$ cat src/rtl/ps2_host_tx_pkg.sv
// Shared PS/2 definitions: FSM state encoding, frame length, odd-parity rule and
// common keyboard command bytes. Used by the host transmitter and its testbench.
package ps2_host_tx_pkg;

  typedef enum logic [3:0] {
    ST_IDLE,
    ST_INHIBIT,
    ST_REQ,
    ST_DATA,
    ST_PARITY,
    ST_STOP,
    ST_ACK,
    ST_WAIT_IDLE,
    ST_FAIL
  } ps2_state_t;

  // start + 8 data + parity + stop
  localparam int PS2_FRAME_BITS = 11;

  localparam logic [7:0] PS2_CMD_SET_LEDS = 8'hED;
  localparam logic [7:0] PS2_CMD_RESET    = 8'hFF;

  function automatic logic ps2_odd_parity(input logic [7:0] d);
    return ~^d;
  endfunction

endpackage

$ cat src/rtl/ps2_line_sync.sv
// Two-flop synchronizer for the raw PS/2 clock and data lines plus a falling-edge
// strobe on the synchronized clock. Shareable with the PS/2 receive path.
module ps2_line_sync (
  input  logic clk,
  input  logic reset,
  input  logic i_clock_line,
  input  logic i_data_line,
  output logic o_clock_sync,
  output logic o_data_sync,
  output logic o_clock_fall
);

  logic r_clock_meta;
  logic r_clock_sync;
  logic r_clock_prev;
  logic r_data_meta;
  logic r_data_sync;

  // Lines idle high, so reset to 1 to avoid a phantom edge after reset.
  always_ff @(posedge clk) begin
    if (reset) begin
      r_clock_meta <= 1'b1;
      r_clock_sync <= 1'b1;
      r_clock_prev <= 1'b1;
      r_data_meta  <= 1'b1;
      r_data_sync  <= 1'b1;
    end else begin
      r_clock_meta <= i_clock_line;
      r_clock_sync <= r_clock_meta;
      r_clock_prev <= r_clock_sync;
      r_data_meta  <= i_data_line;
      r_data_sync  <= r_data_meta;
    end
  end

  assign o_clock_sync = r_clock_sync;
  assign o_data_sync  = r_data_sync;
  assign o_clock_fall = r_clock_prev & ~r_clock_sync;

endmodule

$ cat src/rtl/ps2_host_tx.sv
// PS/2 host-to-device transmitter: inhibit, request-to-send, clock out 8 data bits,
// odd parity and stop on device clock falls, then check the device ACK.
// Optional macro PS2_TX_RESEND_EN retries a NACKed or timed-out frame up to MAX_RETRIES times.
module ps2_host_tx
  import ps2_host_tx_pkg::*;
#(
  parameter int INHIBIT_CYCLES = 5000,
  parameter int TIMEOUT_CYCLES = 1000000,
  parameter int MAX_RETRIES    = 2
) (
  input  logic       clk,
  input  logic       reset,
  input  logic [7:0] tx_data,
  input  logic       tx_start,
  input  logic       ps2_clock_in,
  input  logic       ps2_data_in,
  output logic       ps2_clock_oe,
  output logic       ps2_data_oe,
  output logic       busy,
  output logic       done,
  output logic       error,
  output logic       rx_inhibit,
  output ps2_state_t dbg_state
);

  // Handshake: tx_start is a single-cycle request with tx_data valid in the same
  // cycle; it is taken only when the FSM is idle (busy low, no done/error pulse),
  // otherwise it is dropped. busy is the only back-pressure signal.

  localparam int CNT_MAX = (TIMEOUT_CYCLES > INHIBIT_CYCLES) ? TIMEOUT_CYCLES : INHIBIT_CYCLES;
  localparam int CNT_W   = $clog2(CNT_MAX + 1);
  localparam logic [CNT_W-1:0] INHIBIT_LAST = CNT_W'(INHIBIT_CYCLES - 1);
  localparam logic [CNT_W-1:0] TIMEOUT_LAST = CNT_W'(TIMEOUT_CYCLES - 1);

  ps2_state_t       r_state, w_state_next;
  logic [CNT_W-1:0] r_cnt, w_cnt_next;
  logic [7:0]       r_byte, w_byte_next;
  logic             r_parity, w_parity_next;
  logic [3:0]       r_bit_idx, w_bit_idx_next;
  logic             r_data_bit, w_data_bit_next;
  logic             r_ack_bit, w_ack_bit_next;
  logic             w_clock_sync, w_data_sync, w_clock_fall;
  logic             w_fail, w_done;

`ifdef PS2_TX_RESEND_EN
  localparam int RETRY_W = $clog2(MAX_RETRIES + 2);
  logic [RETRY_W-1:0] r_retry, w_retry_next;
`endif

  ps2_line_sync u_sync (
    .clk          (clk),
    .reset        (reset),
    .i_clock_line (ps2_clock_in),
    .i_data_line  (ps2_data_in),
    .o_clock_sync (w_clock_sync),
    .o_data_sync  (w_data_sync),
    .o_clock_fall (w_clock_fall)
  );

  always_ff @(posedge clk) begin
    if (reset) r_state <= ST_IDLE;
    else       r_state <= w_state_next;
  end

  always_ff @(posedge clk) begin
    if (reset) begin
      r_cnt      <= '0;
      r_byte     <= '0;
      r_parity   <= 1'b0;
      r_bit_idx  <= '0;
      r_data_bit <= 1'b0;
      r_ack_bit  <= 1'b0;
`ifdef PS2_TX_RESEND_EN
      r_retry    <= '0;
`endif
    end else begin
      r_cnt      <= w_cnt_next;
      r_byte     <= w_byte_next;
      r_parity   <= w_parity_next;
      r_bit_idx  <= w_bit_idx_next;
      r_data_bit <= w_data_bit_next;
      r_ack_bit  <= w_ack_bit_next;
`ifdef PS2_TX_RESEND_EN
      r_retry    <= w_retry_next;
`endif
    end
  end

  always_comb begin
    w_state_next    = r_state;
    w_cnt_next      = r_cnt;
    w_byte_next     = r_byte;
    w_parity_next   = r_parity;
    w_bit_idx_next  = r_bit_idx;
    w_data_bit_next = r_data_bit;
    w_ack_bit_next  = r_ack_bit;
`ifdef PS2_TX_RESEND_EN
    w_retry_next    = r_retry;
`endif
    w_fail       = 1'b0;
    w_done       = 1'b0;
    ps2_clock_oe = 1'b0;
    ps2_data_oe  = 1'b0;
    error        = 1'b0;

    case (r_state)
      ST_IDLE: begin
        w_cnt_next = '0;
        if (tx_start) begin
          w_byte_next   = tx_data;
          w_parity_next = ps2_odd_parity(tx_data);
          w_state_next  = ST_INHIBIT;
        end
      end
      ST_INHIBIT: begin
        ps2_clock_oe = 1'b1;
        // Data drops on the last inhibit cycle so it is low before clock is released.
        if (r_cnt == INHIBIT_LAST) begin
          ps2_data_oe  = 1'b1;
          w_cnt_next   = '0;
          w_state_next = ST_REQ;
        end else begin
          w_cnt_next = r_cnt + 1'b1;
        end
      end
      ST_REQ, ST_DATA, ST_PARITY, ST_STOP: begin
        ps2_data_oe = (r_state == ST_REQ) ? 1'b1 : r_data_bit;
        if (w_clock_fall) begin
          w_cnt_next = '0;
          case (r_state)
            ST_REQ: begin
              w_data_bit_next = ~r_byte[0];
              w_bit_idx_next  = 4'd1;
              w_state_next    = ST_DATA;
            end
            ST_DATA: begin
              if (r_bit_idx == 4'd8) begin
                w_data_bit_next = ~r_parity;
                w_state_next    = ST_PARITY;
              end else begin
                w_data_bit_next = ~r_byte[r_bit_idx[2:0]];
                w_bit_idx_next  = r_bit_idx + 4'd1;
              end
            end
            ST_PARITY: begin
              w_data_bit_next = 1'b0;
              w_state_next    = ST_STOP;
            end
            default: begin
              w_ack_bit_next = w_data_sync;
              w_state_next   = ST_ACK;
            end
          endcase
        end else if (r_cnt == TIMEOUT_LAST) begin
          w_fail = 1'b1;
        end else begin
          w_cnt_next = r_cnt + 1'b1;
        end
      end
      ST_ACK: begin
        if (r_ack_bit) w_fail = 1'b1;
        else           w_state_next = ST_WAIT_IDLE;
      end
      ST_WAIT_IDLE: begin
        if (w_clock_sync && w_data_sync) begin
          w_done       = 1'b1;
          w_state_next = ST_IDLE;
        end
      end
      ST_FAIL: begin
        error        = 1'b1;
        w_state_next = ST_IDLE;
      end
      default: w_state_next = ST_IDLE;
    endcase

    if (w_fail) begin
      w_cnt_next      = '0;
      w_data_bit_next = 1'b0;
`ifdef PS2_TX_RESEND_EN
      if (r_retry < RETRY_W'(MAX_RETRIES)) begin
        w_retry_next = r_retry + 1'b1;
        w_state_next = ST_INHIBIT;
      end else begin
        w_state_next = ST_FAIL;
      end
`else
      w_state_next = ST_FAIL;
`endif
    end

`ifdef PS2_TX_RESEND_EN
    if (w_done || (r_state == ST_FAIL)) w_retry_next = '0;
`endif

    done = w_done;
    busy = (r_state != ST_IDLE) && (r_state != ST_FAIL) && !w_done;
  end

  assign rx_inhibit = busy;
  assign dbg_state  = r_state;

endmodule

$ cat config.mk
export PLATFORM = sky130hd
export DESIGN_NAME = ps2_host_tx
export DESIGN_NICKNAME = d
export VERILOG_FILES = /design/src/rtl/ps2_host_tx_pkg.sv /design/src/rtl/ps2_line_sync.sv /design/src/rtl/ps2_host_tx.sv
export SDC_FILE = /design/constraint.sdc
export NUM_CORES = 1
export LEC_CHECK = 0
export CORE_ASPECT_RATIO = 1.75
export CORE_MARGIN = 2
export CORE_UTILIZATION = 55
export DETAILED_ROUTE_END_ITERATION = 7
export PLACE_DENSITY = 0.78
export SYNTH_ARGS = -nofsm -noshare
export SYNTH_HDL_FRONTEND = slang
export SYNTH_SLANG_ARGS = --single-unit
$ cat constraint.sdc
create_clock -name clk -period 3.72 [get_ports clk]
set_clock_uncertainty 0.05 [all_clocks]
set_input_delay 0.744 -clock clk [delete_from_list [all_inputs] [get_ports clk]]
set_output_delay 0.744 -clock clk [all_outputs]
set_load 0.02 [all_outputs]
==> impl_metrics.toml, run 1 <==
[clocking]
clk_latency_ps = 300
h-tree-depth = 2
cts_sinks = 44
clk_pin_slew_ps = 90
ctsResizeCount = 0
cts_hold_buf = 0
cts_tree = "yes"
cts_max_path_buffers = 2
numCtsBuffers = 5
clock-root-buffer = "clkbuf_8"
cts_post_setup_buffers_inserted = 0

[layout]
drive_above_1_share_pct = 9.25
final_cells = 341
final_util_pct = 64.4
nets = 307
diodes = 0
area_delta_synth_final_pct = 14.7

[synthesis]
syn-cell-area_um2 = 2290
syn_avg_cell_area_um2 = 8.40
ys.flop_type = "dfxtp_1"
yosys.cell_types.count = 45
synth_nets = 288
synth.yosys.seq_area_share_pct = 38.5
synth.area.top_cells = "dfxtp_1, xnor2_1, nor2_1, mux2i_1, a21oi_1"
syn_inst = 272
synth_common_cells = "dfxtp_1, nor2_1, xnor2_1"
ys_warn_count = 0
ys_seq_elements = 44
yosysMostFrequentCell = "dfxtp_1"
synthArstFlopShare_pct = 0
post-synth-top-area-cell = "dfxtp_1"
synth_edf_count = 0
synthDominantCellAreaShare_pct = 38.5

[detailed_routing]
vias_per_cell = 5.95
wirelength_um = 4890
drt-met1-wl_um = 1970
dr_wl_met2_um = 2660
ant_nets = 0
wl_met3_um = 143
drtPass1Iterations = 4
num_vias = 2029
drt_iter0_drc = 66
wl_per_cell_um = 14.3
routed.top_layer = "met4"
drcViolationCount = 0

[setup_path]
required_ps = 2930
endpoint_kind = "output pin"
worst-path-max-fanout = 7
critPathSlowestCell = "clkdlybuf4s50_1"
cp-start-kind = "flip-flop"
worstPathArrival_ps = 2720
cp_cell_sequence = "or4_1, or4_4, nor3_1, o21bai_1, a21oi_1, clkdlybuf4s50_1"
critPathKind = "reg -> out"
slowest_delay_ps = 620

[die]
rows = 31
die_h_um = 89.3
ioPinCount = 23
initial_core_util_pct = 56.1
dieArea_um2 = 4710
fp.coreArea_um2 = 4070
die_x_um = 52.7

[placement]
gp_congestion = 0.938
dp.cells = 333
io_buffers = 22
dpl.hpwl_um = 3640
pre_cts_slack_ps = 514

[power]
irDropWorstVdd_v = 0.000366
power.static_leakage_nw = 0.901
powerDensity_nw_per_um2 = 509

[global_routing]
overflow = 0
antenna_found_initial = 0
grt_usage_pct = 22.3
grt_pass1_wl_um = 7960
grt_pass1_vias = 1895
grt_max_degree = 22

[timing]
timing.final.crit_share_pct = 94.5
setup_viol = 0
grt_setup_unrepaired = "no"
drv_slew = 0
slew_headroom_pct = 60.8
min_period_ps = 3510
tns_ps = 0
final_hold_viol_count = 0
worst_pin_slew_ps = 586
fmax_mhz = 285
layout_setup_ws_ps = 206

[job]
maxCapViolCount = 0

[min_path]
hold_class = "reg -> reg"

[status]
outcome = "finished, final reports clean"
## critical path, delay by kind of cell, from the launching register on
kind	cells	cell delay, ps
and+or+nand+nor	3	1240
buffers and inverters	1	620
DFF	1	360
AOI/OAI and AO/OA	2	210
## metal layers
layer | GRT usage (%) | vias up
met5 | 0 | -
met4 | 10.5 | 0
met3 | 3.68 | 12
met2 | 41.6 | 46
met1 | 23.4 | 968
li1 | - | 1003
## area by class of cell
cell class | count | area, um^2
Inverter | 8 | 30.0
Clock buffer | 5 | 68.8
Fill cell | 375 | 1450
Clock inverter | 3 | 23.8
Timing Repair Buffer | 24 | 235
Multi-Input combinational cell | 208 | 1320
Tap cell | 49 | 61.3
Sequential cell | 44 | 881
## where the power goes
group | switching (W) | internal, W | total [W]
Clock | 0.000169 | 0.000133 | 0.000302
Sequential | 0.0000620 | 0.000512 | 0.000574
Combinational | 0.000244 | 0.000215 | 0.000460
## cells in the final DEF, fill, tap and decap left out, types with 7 or more instances in the layout
| cell type | n |
|---|---|
| or3_1 | 8 |
| o21ai_0 | 14 |
| nand3_1 | 9 |
| mux2i_1 | 12 |
| a21oi_1 | 16 |
| nor4_1 | 7 |
| xnor2_1 | 17 |
| clkdlybuf4s50_1 | 22 |
| or2_2 | 7 |
| dfxtp_1 | 44 |
| nor3_1 | 8 |
| inv_1 | 8 |
| nor2_1 | 36 |
| nand2_1 | 16 |
## registers in the layout (all words and copies together), names as in the netlist, 4 cells and up
register	flops
r_byte	8
r_bit_idx	4
dbg_state	4
r_cnt	20
## worst paths after layout
kind / startpoint / to / slack (ps) / cells past startpoint
setup / recovery: r_cnt[11] / ps2_data_oe / 210 / 6
setup reg to reg: r_cnt[11] / dbg_state[0] / 1160 / 5
hold reg to reg: u_sync.r_data_meta / u_sync.o_data_sync / 370 / 1
hold / removal: u_sync.r_data_meta / u_sync.o_data_sync / 370 / 1
## per-stage QoR
| step | area (um^2) | hold WS, ps | total power [W] |
|---|---|---|---|
| floorplan | 2290 | 339 | 0.000905 |
| global placement | 2530 | 347 | 0.00104 |
| detailed placement | 2530 | 352 | 0.00104 |
| CTS | 2620 | 372 | 0.00135 |
| global route | 2620 | 390 | 0.00142 |
| finish | 2620 | 369 | 0.00134 |
## cell families after synthesis
logic type,share of synthesized area [%]
flip-flops,38.5
AND/OR/NAND/NOR,30.3
AO/OA/AOI/OAI,11.0
adder cells (fa/ha/maj),1.64
multiplexers,7.23
XOR/XNOR,7.66
buffers and inverters,3.61
(Power assumes the default switching activity.)
==> run 2, diff against run 1 <==
--- a/config.mk
+++ b/config.mk
@@ -5,11 +5,12 @@
 export SDC_FILE = /design/constraint.sdc
 export NUM_CORES = 1
 export LEC_CHECK = 0
+export ABC_AREA = 1
 export CORE_ASPECT_RATIO = 1.75
 export CORE_MARGIN = 2
 export CORE_UTILIZATION = 55
 export DETAILED_ROUTE_END_ITERATION = 7
-export PLACE_DENSITY = 0.78
+export PLACE_DENSITY = 0.77
 export SYNTH_ARGS = -nofsm -noshare
 export SYNTH_HDL_FRONTEND = slang
 export SYNTH_SLANG_ARGS = --single-unit
==> impl_metrics.toml, run 2 <==
[power]
power.switching_w = 0.000597
irDropWorstVdd_v = 0.000375
powerDensity_nw_per_um2 = 514
p_comb_share_pct = 37.5
p_clk_share_pct = 26.0
power.static_leakage_nw = 1.23
netSwitchingFraction_pct = 38.0
seqPwrFrac_pct = 36.5
power.internal_w = 0.000971

[setup_path]
required_ps = 2930
cp_cell_sequence = "ha_1, nand2_2, inv_1, nand2_1, nor2_1, nand3_1, o221ai_1, clkdlybuf4s50_1"
cp-start-kind = "flip-flop"
worst-path-max-fanout = 6
crit_family = "buffers and inverters"
worstPathArrival_ps = 2280
cp_num_buf_inv = 2
endpoint_kind = "output pin"
critPathKind = "reg -> out"
slowest_delay_ps = 650
critPathSlowestCell = "clkdlybuf4s50_1"

[synthesis]
synth_nets = 425
ys.flop_type = "dfxtp_1"
synth_common_cells = "nand2_1, nor2_1, inv_1"
synth.yosys.seq_area_share_pct = 32.7
syn_avg_cell_area_um2 = 6.59
synthDominantCellAreaShare_pct = 32.7
ys_seq_elements = 44
post-synth-top-area-cell = "dfxtp_1"
syn_inst = 409
ys_warn_count = 0
syn-cell-area_um2 = 2700
yosysMostFrequentCell = "nand2_1"
yosys.cell_types.count = 36
synth.area.top_cells = "dfxtp_1, nand2_1, nor2_1, inv_1, nand3_1"
synthArstFlopShare_pct = 0
synth_edf_count = 0

[layout]
multi_input_area_um2 = 1550
largestRegisters = "r_cnt x20, r_byte x8"
diodes = 0
mostFrequentLayoutCells = "nand2_1, nor2_1, inv_1"
area_delta_synth_final_pct = 13.3
drive_above_1_share_pct = 10.2
nets = 447
regMostFlops = "r_cnt"
fill_cells = 427
seq_area_um2 = 881
largest_reg_flops = 20
mostFrequentLayoutCell = "nand2_1"
stdcell_area_um2 = 3050

[placement]
io_buffers = 22
dpl.hpwl_um = 4980
pre_cts_slack_ps = 1050
place_area_um2 = 2930
gp_congestion = 0.907

[die]
rows = 33
die_h_um = 96.6
fp.coreArea_um2 = 4710
initial_core_util_pct = 57.3
dieArea_um2 = 5500
die_x_um = 56.9
ioPinCount = 23

[clocking]
clk_latency_ps = 300
cts_post_setup_buffers_inserted = 0
cts_max_path_buffers = 2
h-tree-depth = 2
cts_sinks = 44
ctsResizeCount = 0
clk_pin_slew_ps = 80
clock-root-buffer = "clkbuf_8"
numCtsBuffers = 5
cts_hold_buf = 0
cts_tree = "yes"

[timing]
tns_ps = 0
fmax_mhz = 325
setup_viol = 0
drv_slew = 0
final_hold_viol_count = 0
grt_setup_unrepaired = "no"
worst_pin_slew_ps = 586
layout_setup_ws_ps = 646
slew_headroom_pct = 60.8
min_period_ps = 3070
timing.final.crit_share_pct = 82.6

[detailed_routing]
drtPass1Iterations = 5
ant_nets = 0
num_vias = 2625
wirelength_um = 6380
drcViolationCount = 0
drt_iter0_drc = 155
wl_per_cell_um = 13.2
vias_per_cell = 5.42

[global_routing]
overflow = 0
antenna_found_initial = 0
grt_max_degree = 18
grt_usage_pct = 24.3
grt_pass1_vias = 2478
grt_pass1_wl_um = 10800

[job]
maxCapViolCount = 0

[min_path]
hold_class = "reg -> reg"

[status]
outcome = "finished, final reports clean"
## run 2: kinds of logic after synthesis
kind of cell	after synthesis	synth area share, %
simple gates	238	41.9
buf+inv	63	9.80
compound gates	53	11.6
flops	44	32.7
xor+xnor	8	2.60
fa+ha+maj	3	1.39
## run 2: area by class of cell
| cell class | instances | area share [%] |
|---|---|---|
| Multi-Input combinational cell | 302 | 50.8 |
| Sequential cell | 44 | 28.9 |
| Timing Repair Buffer | 22 | 7.21 |
| Inverter | 56 | 6.89 |
| Clock buffer | 7 | 3.16 |
| Tap cell | 52 | 2.13 |
| Clock inverter | 1 | 0.984 |
## run 2: power groups by stage
| stage | registers (W) | clock network, W | logic (W) |
|---|---|---|---|
| 6_report | 0.000573 | 0.000408 | 0.000588 |
| 5_1_grt | 0.000580 | 0.000429 | 0.000640 |
| 2_1_floorplan | 0.000584 | 0 | 0.000420 |
| 4_1_cts | 0.000573 | 0.000411 | 0.000589 |
| 3_5_place_dp | 0.000582 | 0 | 0.000587 |
| 3_3_place_gp | 0.000581 | 0 | 0.000584 |
## run 2: per-stage QoR
stage	instances	utilization (%)	power, W	hold WS [ps]
2_1_floorplan	409	-	0.00100	339
3_3_place_gp	476	62.2	0.00116	346
3_5_place_dp	476	62.2	0.00117	351
4_1_cts	484	64.9	0.00157	375
5_1_grt	484	64.9	0.00165	387
6_report	484	64.9	0.00157	371
## run 2: layer usage
metal / wire, um / global-route usage (%) / vias up
met5: 0 / 0 / -
met4: 121 / 10.4 / 0
met3: 184 / 3.21 / 10
met2: 3630 / 45.6 / 58
met1: 2440 / 25.7 / 1196
li1: - / - / 1361
## run 2: path summary, 6_finish.rpt
check | start | endpoint | slack [ps] | depth (start not counted)
setup reg to reg | dbg_state[1] | r_byte[2] | 1670 | 6
hold / removal | u_sync.r_clock_meta | u_sync.o_clock_sync | 370 | 1
hold reg to reg | u_sync.r_clock_meta | u_sync.o_clock_sync | 370 | 1
setup / recovery | r_cnt[0] | ps2_data_oe | 650 | 8
